**config.mk**
```make
export PLATFORM = sky130hd
export DESIGN_NAME = hex_sum_accum
export DESIGN_NICKNAME = d
export VERILOG_FILES = /design/src/rtl/hex_sum_accum.sv
export SDC_FILE = /design/constraint.sdc
export NUM_CORES = 1
export LEC_CHECK = 0
export BUFFER_PORTS_ARGS = -buffer_cell sky130_fd_sc_hd__buf_2
export CAP_MARGIN = 15
export CORE_MARGIN = 4
export CORE_UTILIZATION = 40
export DETAILED_ROUTE_END_ITERATION = 12
export HOLD_SLACK_MARGIN = 0.12
export PLACE_DENSITY = 0.56
export SLEW_MARGIN = 20
export SYNTH_ARGS = -nofsm -noshare
export SYNTH_HDL_FRONTEND = slang
export SYNTH_SLANG_ARGS = --single-unit
```
**constraint.sdc**
```tcl
create_clock -name ck -period 4.7 [get_ports ck]
set_input_delay 0.94 -clock ck [delete_from_list [all_inputs] [get_ports ck]]
set_output_delay 0.94 -clock ck [all_outputs]
set_load 0.01 [all_outputs]
```
**src/rtl/hex_sum_accum.sv**
```systemverilog
// hex_sum_accum: run-based accumulator with a seven-segment image of the result.
//
// A run starts when go_l is sampled low in IDLE. Each following cycle one
// term is sampled from inA; nonzero terms are added (mod 2^WIDTH) and counted.
// The run ends on a zero term or on the term that brings count to MAX_TERMS.
// The DONE cycle pulses done, and hex is loaded with the final sum at that moment.
//
// Ports
//   ck        : clock, rising edge
//   reset     : synchronous active-high reset
//   go_l      : active-low run request (looked at only in IDLE)
//   inA       : term stream (looked at only in ACCUM)
//   sum       : running / final sum
//   done      : one-cycle pulse, final sum valid
//   overflow  : sticky carry-out for the current run
//   count     : number of nonzero terms added in the current run
//   hex       : active-low segments {a..g} per nibble; hex[6:0] = LS nibble
module hex_sum_accum #(
  parameter int WIDTH     = 8,
  parameter int MAX_TERMS = 16,
  localparam int DIGITS   = WIDTH / 4,
  localparam int CW       = $clog2(MAX_TERMS + 1)
) (
  input  logic                ck,
  input  logic                reset,
  input  logic                go_l,
  input  logic [WIDTH-1:0]    inA,
  output logic [WIDTH-1:0]    sum,
  output logic                done,
  output logic                overflow,
  output logic [CW-1:0]       count,
  output logic [7*DIGITS-1:0] hex
);

  typedef enum logic [1:0] {IDLE, ACCUM, DONE} state_t;

  state_t state;

  function automatic logic [6:0] seg7(input logic [3:0] nib);
    case (nib)
      4'h0: seg7 = 7'b0000001;
      4'h1: seg7 = 7'b1001111;
      4'h2: seg7 = 7'b0010010;
      4'h3: seg7 = 7'b0000110;
      4'h4: seg7 = 7'b1001100;
      4'h5: seg7 = 7'b0100100;
      4'h6: seg7 = 7'b0100000;
      4'h7: seg7 = 7'b0001111;
      4'h8: seg7 = 7'b0000000;
      4'h9: seg7 = 7'b0001100;
      4'hA: seg7 = 7'b0001000;
      4'hB: seg7 = 7'b1100000;
      4'hC: seg7 = 7'b0110001;
      4'hD: seg7 = 7'b1000010;
      4'hE: seg7 = 7'b0110000;
      default: seg7 = 7'b0111000;
    endcase
  endfunction

  function automatic logic [7*DIGITS-1:0] to_hex(input logic [WIDTH-1:0] v);
    logic [7*DIGITS-1:0] r;
    r = '0;
    for (int d = 0; d < DIGITS; d++)
      r[7*d +: 7] = seg7(v[4*d +: 4]);
    return r;
  endfunction

  // Next-sum with carry and next count, used only when a term is added.
  logic [WIDTH:0]  add_full;
  logic [CW-1:0]   count_inc;
  assign add_full  = {1'b0, sum} + {1'b0, inA};
  assign count_inc = count + CW'(1);

  always_ff @(posedge ck) begin
    if (reset) begin
      state    <= IDLE;
      sum      <= '0;
      count    <= '0;
      overflow <= 1'b0;
      done     <= 1'b0;
      hex      <= to_hex('0);
    end else begin
      case (state)
        IDLE: begin
          done <= 1'b0;
          if (!go_l) begin
            sum      <= '0;
            count    <= '0;
            overflow <= 1'b0;
            state    <= ACCUM;
          end
        end
        ACCUM: begin
          if (inA != '0) begin
            sum      <= add_full[WIDTH-1:0];
            count    <= count_inc;
            overflow <= overflow | add_full[WIDTH];
            // Hitting the term limit ends the run on the same edge as the add.
            if (count_inc == CW'(MAX_TERMS)) begin
              state <= DONE;
              done  <= 1'b1;
              hex   <= to_hex(add_full[WIDTH-1:0]);
            end
          end else begin
            state <= DONE;
            done  <= 1'b1;
            hex   <= to_hex(sum);
          end
        end
        DONE: begin
          done  <= 1'b0;
          state <= IDLE;
        end
        default: begin
          done  <= 1'b0;
          state <= IDLE;
        end
      endcase
    end
  end

endmodule

```
[After elaboration in Yosys (flattened, before gate mapping)]
Memories as Yosys holds them, arrays and structs flattened. A register that Yosys moved wholly into a read port is not among the register bits.
Index checks and enable logic that the tools add are counted.
Storage, ports and cells
  logic and storage cells: 48
  input bits: 11
  flip-flop bits (word level): 31
  output and inout bits: 29
  memories kept: 4
  bits in read-only memories: 448
Memories
  (no name shown): depth 16, bits a word 7, read ports 1, clocked after memory_dff 0, write ports 0, RTL line 40  | case (nib)
  (no name shown): depth 16, bits a word 7, read ports 1, clocked after memory_dff 0, write ports 0, RTL line 40
  (no name shown): depth 16, bits a word 7, read ports 1, clocked after memory_dff 1, write ports 0, RTL line 40
  (no name shown): depth 16, bits a word 7, read ports 1, clocked after memory_dff 1, write ports 0, RTL line 40
Operators by class
  reductions and logical operators: 7
  mux-type cells: 21
  $add $sub $neg: 2
  equal/unequal tests: 6
  bitwise gates (word level): 2
Operator list (count)
  14-bit 2-to-1 mux: 2
  4-bit 2-to-1 mux: 4
  8-bit 2-to-1 mux: 2
  8-bit case mux with 2 select lines: 1
  5-bit 2-to-1 mux: 2
  5-bit case mux with 2 select lines: 1
  8-bit by 8-bit adder with 9-bit output: 1
  8-bit nonzero test: 1
  2-bit 2-to-1 mux: 3
  5-bit by 1-bit adder with 5-bit output (second input constant): 1
  5-bit equality test (second input constant): 1
  1-bit 2-to-1 mux: 4
  2-bit inequality test (second input constant): 2
  2-bit case mux with 2 select lines: 1
  2-bit AND reduction: 2
  3-bit inequality test (second input constant): 1
  3-bit AND reduction: 1
  2-bit by 1-bit equality test with 1-bit output (second input constant): 1
  2-bit logical NOT: 1
  2-bit by 1-bit inequality test with 1-bit output (second input constant): 1
  1-bit case mux with 2 select lines: 1
  2-bit nonzero test: 1
  2-bit OR reduction: 1
  1-bit NOT: 1
  1-bit bitwise OR: 1

[Depth between registers and ports, before layout]
Gate-level depths: netlist of the first run.
  depth after elaboration: 5
  mapped depth: 13
  mapped depth without buffers: 13

[Least setup slack after synthesis of the first run]
No wires, ideal clock.
  kind: input to register
  start point: in inA[0]
  end point: reg with a tool-made name
  stages: 13
  buffers on the path: 0
  library setup time: 0.134 ns
  path slack: 1.093 ns
  data arrival time: 3.472 ns
  data required time: 4.566 ns
  cells stage by stage: ha_1 > fa_1 > a21o_1 > a21oi_1 > xor2_1 > nor2_1 > a31oi_1 > nor2_1 > inv_1 > ha_1 > inv_1 > mux2i_1 > o221ai_1
RTL lines
  from (decl): RTL line 27  | input logic [WIDTH-1:0] inA,

==> results of run 1 <==
## power groups by stage
stage | Combinational (mW) | Clock, mW | Sequential [mW]
detailed placement | 0.328 | 0 | 0.424
global route | 0.368 | 0.260 | 0.417
finish | 0.333 | 0.242 | 0.414
CTS | 0.331 | 0.246 | 0.415
global placement | 0.326 | 0 | 0.423
floorplan | 0.246 | 0 | 0.423
## cell usage in the layout, fill, tap and decap left out, types with 3 or more instances in the layout
cell,count
a221oi_1,7
mux2i_1,6
nor2_1,36
o211ai_1,7
inv_1,15
buf_2,39
and3_1,3
a311oi_1,3
o41ai_1,3
o32ai_1,3
nand2_1,26
o21ai_0,15
or3_1,4
a31oi_1,4
o221ai_1,9
a21o_1,3
xnor2_1,4
dfxtp_1,45
o21a_1,3
nor3_1,11
a211oi_1,6
nand3_1,17
clkbuf_8,6
xor2_1,5
a21oi_1,34
ha_1,33
o21ai_1,4
buf_4,5
## worst max-delay path: stages
cell and delay (ns):
buf_2 0.11, ha_1 0.23, fa_1 0.46, a21o_1 0.19
a21oi_1 0.16, xor2_1 0.43, nor2_1 0.09, a31oi_1 0.37
nor2_1 0.14, inv_1 0.16, ha_1 0.27, inv_1 0.11
mux2i_1 0.22, o221ai_1 0.14
## cell type report
type	count	area (µm²)	area share, %
inverters	16	60.06	1.807
well taps	99	123.9	3.726
multi-input cells	279	1921	57.77
flip-flops and latches	45	900.9	27.10
clock buffers	7	86.33	2.597
repair buffers	44	232.7	7.000
## path summary, 6_finish.rpt
| kind | slack, ns | to |
|---|---|---|
| max | 0.82 | flop |
| min | 0.47 | hex[7]$_SDFFE_PP1P_ |
| max reg2reg | 1.25 | flop |
| min reg2reg | 0.47 | hex[7]$_SDFFE_PP1P_ |
## logic make-up after synthesis
logic type / count (synthesis)
compound gates: 119
xor+xnor: 9
fa+ha+maj: 34
buf+inv: 31
flops: 45
mux: 7
simple gates: 110
## routing by layer
metal	routed length (µm)	track usage (%)	vias up
met1	3915	26.79	1275
met4	119	4.452	0
met5	0	0	-
li1	-	-	1388
met2	3381	26.61	80
met3	411	2.484	9
## per-stage QoR
stage / hold slack [ns] / utilization [%] / setup WS [ns] / power (mW) / instance area [µm²]
6_report: 0.4730 / 46.08 / 0.8233 / 0.9891 / 3324
5_1_grt: 0.4932 / 46.08 / 0.6330 / 1.045 / 3324
4_1_cts: 0.4735 / 46.08 / 0.8565 / 0.9913 / 3324
3_5_place_dp: 0.4562 / 44.88 / 0.5637 / 0.7511 / 3238
3_3_place_gp: 0.4451 / 44.88 / 0.6968 / 0.7488 / 3238
2_1_floorplan: 0.4717 / - / 1.093 / 0.6688 / 2948
==> impl_metrics.toml, run 1 <==
[floorplan]
coreArea_mm2 = 0.007214
ios = 40
fp.dieArea_mm2 = 0.008807
start_util_pct = 40.86
die_y_um = 93.85
die_w_um = 93.85
row_count = 31

[logic_synthesis]
synthMuxAreaShare_pct = 2.547
yosys_warnings = 0
avgSynthCellArea_um2 = 8.304
synth_common_cells = "dfxtp_1 (45), nor2_1 (36), a21oi_1 (34)"
synth_ff_type = "dfxtp_1"
synthSimpleGateAreaFrac_pct = 17.36
yosysSeqAreaShare_pct = 30.56
yosysUniqueCellTypes = 55
synth.area.top_cells = "dfxtp_1 (31%), ha_1 (14%), a21oi_1 (5.8%)"
netlist_area_mm2 = 0.002948
synth.top_cell.area_share_pct = 30.56
synth_top_cell_by_area = "dfxtp_1"
synth_fa_ha_area_share_pct = 14.69
synth_compound_area_share_pct = 27.89
yosysMostFrequentCell = "dfxtp_1"
synthXorXnorAreaFrac_pct = 2.674
synthCells = 355
synth_edf_count = 0
synth_top_family_by_area = "compound AO/OA/AOI/OAI gates"
ys_ff_latch = 45
syn_nets = 400
synth-async-reset-ratio_pct = 0

[power]
sw_frac_of_total_pct = 34.88
combPwrFrac_pct = 33.7
p_clk_share_pct = 24.4
power.switching_mw = 0.3450
powerDensity_mw_per_mm2 = 297.5
peakVddDrop_v = 0.0001077
power_frac_seq_pct = 41.9
p_leak_nw = 1.463
power.internal_mw = 0.6441

[critical_path]
critical_path_required_ns = 4.87
reg2reg_from = "sum[0]$_SDFFE_PP0N_"
critPathLaunch = "inA[0]"
crit_arrival_ns = 4.05
path_class = "in -> reg"
critPathCaptureType = "flop"
cp_max_fo = 6
r2r_cells = 13
critPathLaunchType = "input pin"

[timing]
final.min_clock_period_ns = 3.877
fin_crit_sh_pct = 82.48
setup_tns_ns = 0
finalSetupViolCount = 0
hold_violations = 0
fmaxAchievable_ghz = 0.2580
finClkSkew_ns = 0.003277
maxSlewViolCount = 0
tightest_slew_ns = 1.019
rsz0062_at_grt = "false"
max-slew-margin-rel_pct = 32.09

[hold_path]
hold_class = "reg -> reg"
hold_path_depth = 2
worstHoldStart = "hex[7]$_SDFFE_PP1P_"

[cells_and_area]
finalNetCount = 436
fillers = 758
drive_above_1_share_pct = 14.83
area_delta_synth_final_pct = 12.78
finalNonFillerCells = 490
diodes = 0

[detailed_routing]
wire_per_inst_um = 15.97
post_drt_via_cell_ratio = 5.616
ant_nets = 0
drt_iter0_markers = 126
via_count = 2752
drc = 0
drt_first_pass_iters = 7
routed_wl_mm = 7.827

[global_routing]
first_global_vias = 2483
overflow = 0
antenna_found_initial = 0
grt_first_pass_wirelength_mm = 12.51
grt_max_degree = 35
grtUsageTotal_pct = 17.84

[clock_network]
cts_setup_buffers = 0
numCtsBuffers = 5
postCtsHoldBufs = 0
clock_latency_ns = 0.29
ctsResizeCount = 0
cts.sinks = 45
root_buffer = "clkbuf_8"
path_clk_slew_ns = 0.08
cts_buffer_depth = 2
cts_tree = "done"
h-tree-depth = 2

[placement]
placed_cells = 483
place.gp.congestion = 0.8611
numPortBuffers = 39
dp_hpwl_mm = 5.820

[outcome]
status = "finished clean"

[run]
max_cap_violations = 0
No activity file was read; power rests on OpenSTA's default activity.
==> inputs of run 2 (changes only) <==
--- a/config.mk
+++ b/config.mk
@@ -11,7 +11,7 @@
 export CORE_UTILIZATION = 40
 export DETAILED_ROUTE_END_ITERATION = 12
 export HOLD_SLACK_MARGIN = 0.12
-export PLACE_DENSITY = 0.56
+export PLACE_DENSITY = 0.58
 export SLEW_MARGIN = 20
 export SYNTH_ARGS = -nofsm -noshare
 export SYNTH_HDL_FRONTEND = slang
==> constraint.sdc (replaced) <==
create_clock -name ck -period 3.1 [get_ports ck]
set_input_delay 0.62 -clock ck [delete_from_list [all_inputs] [get_ports ck]]
set_output_delay 0.62 -clock ck [all_outputs]
set_load 0.01 [all_outputs]
==> impl_metrics.toml, run 2 (same netlist as run 1, synthesis figures left out) <==
[power]
powerDensity_mw_per_mm2 = 474.7
p_leak_nw = 1.640
power_frac_seq_pct = 36.5
peakVddDrop_v = 0.0001798
sw_frac_of_total_pct = 32.05
p_clk_share_pct = 30.6
power.internal_mw = 1.174
combPwrFrac_pct = 32.9
power.switching_mw = 0.5535

[detailed_routing]
ant_nets = 0
routed_wl_mm = 7.935
drt_iter0_markers = 180
via_count = 2851
drt_first_pass_iters = 4
wire_per_inst_um = 15.17
drc = 0
post_drt_via_cell_ratio = 5.451

[global_routing]
first_global_vias = 2673
grtUsageTotal_pct = 18.77
antenna_found_initial = 0
overflow = 0
grt_max_degree = 25
grt_first_pass_wirelength_mm = 13.20

[floorplan]
fp.dieArea_mm2 = 0.008807
ios = 40
die_w_um = 93.85
die_y_um = 93.85
coreArea_mm2 = 0.007214
row_count = 31
start_util_pct = 40.86

[clock_network]
cts_setup_buffers = 0
path_clk_slew_ns = 0.08
numCtsBuffers = 5
clock_latency_ns = 0.30
postCtsHoldBufs = 0
cts.sinks = 45
cts_tree = "done"
ctsResizeCount = 0
h-tree-depth = 2
root_buffer = "clkbuf_8"
cts_buffer_depth = 2

[placement]
dp_hpwl_mm = 6.232
numPortBuffers = 39
place.gp.congestion = 0.8916
place_area_mm2 = 0.003505
pre_cts_slack_ns = -0.007384

[critical_path]
path_class = "in -> reg"
critPathCaptureType = "flop"
cp_max_fo = 3
critical_path_required_ns = 3.27
critPathLaunchType = "input pin"
crit_arrival_ns = 2.98

[timing]
tightest_slew_ns = 0.6597
setup_ws_ns = 0.2866
fmaxAchievable_ghz = 0.3554
hold_violations = 0
rsz0062_at_grt = "false"
finClkSkew_ns = 0.007811
setup_tns_ns = 0
final.min_clock_period_ns = 2.813
hold_slack_ns = 0.4681
max-slew-margin-rel_pct = 55.82
finalSetupViolCount = 0
maxSlewViolCount = 0
fin_crit_sh_pct = 90.76

[cells_and_area]
post-route-util_pct = 50.43
finalNetCount = 468
multi_input_area_mm2 = 0.001947
final_cell_mix = "dfxtp_1 (45), buf_2 (39), buf_4 (37)"
area_delta_synth_final_pct = 23.43
fillers = 711
regArea_um2 = 900.9
layout_commonest_cell = "dfxtp_1"
drive_above_1_share_pct = 23.35
diodes = 0
fin_area_mm2 = 0.003638

[hold_path]
hold_class = "reg -> reg"

[run]
max_cap_violations = 0

[outcome]
status = "finished clean"
-- run 2: cell count changes in the layout (fill, tap and decap cells not counted), sizes merged --
cell    previous run  this run
clkbuf             7         5
bufinv             0         2
buf               44        76
clkinv             0         1
-- run 2: path summary, 6_finish.rpt --
kind,from,endpoint,slack [ns],cells past startpoint
setup / recovery,inA[0],flop,0.29,14
hold / removal,hex[11]$_SDFFE_PP0P_,hex[11]$_SDFFE_PP0P_,0.47,2
setup reg to reg,sum[0]$_SDFFE_PP0N_,flop,0.35,13
hold reg to reg,hex[11]$_SDFFE_PP0P_,hex[11]$_SDFFE_PP0P_,0.47,2
-- run 2: power groups by stage --
stage	Clock (mW)	Sequential (mW)	Combinational [mW]
3_3_place_gp	0	0.644	0.556
4_1_cts	0.533	0.631	0.566
2_1_floorplan	0	0.641	0.379
6_report	0.528	0.631	0.568
3_5_place_dp	0	0.645	0.562
5_1_grt	0.555	0.635	0.638
-- run 2: layout make-up --
class,instances,share of cell area [%]
clock inverters,3,1.788
flip-flops and latches,45,24.76
inverters,16,1.651
clock buffers,5,1.891
multi-input cells,279,53.51
repair buffers,76,13.00
well taps,99,3.404
-- run 2: layer usage --
layer,global-route usage [%],share of wire [%]
met1,26.92,51
met2,29.39,43
met3,2.404,4.3
met4,5.295,1.4
met5,0,0
-- run 2: per-stage QoR --
| stage | cells | total power, mW |
|---|---|---|
| 2_1_floorplan | 355 | 1.020 |
| 3_3_place_gp | 515 | 1.201 |
| 3_5_place_dp | 515 | 1.206 |
| 4_1_cts | 523 | 1.730 |
| 5_1_grt | 523 | 1.828 |
| 6_report | 523 | 1.727 |
-- run 2: worst max-delay path, stage by stage --
cell and delay, ns:
buf_2 0.11, ha_1 0.23, fa_2 0.41, a21o_1 0.18
a21oi_2 0.18, xor2_2 0.19, nor2_1 0.07, a31oi_2 0.19
nor2_2 0.08, inv_2 0.09, ha_1 0.24, inv_1 0.09
mux2i_1 0.18, o221ai_1 0.13
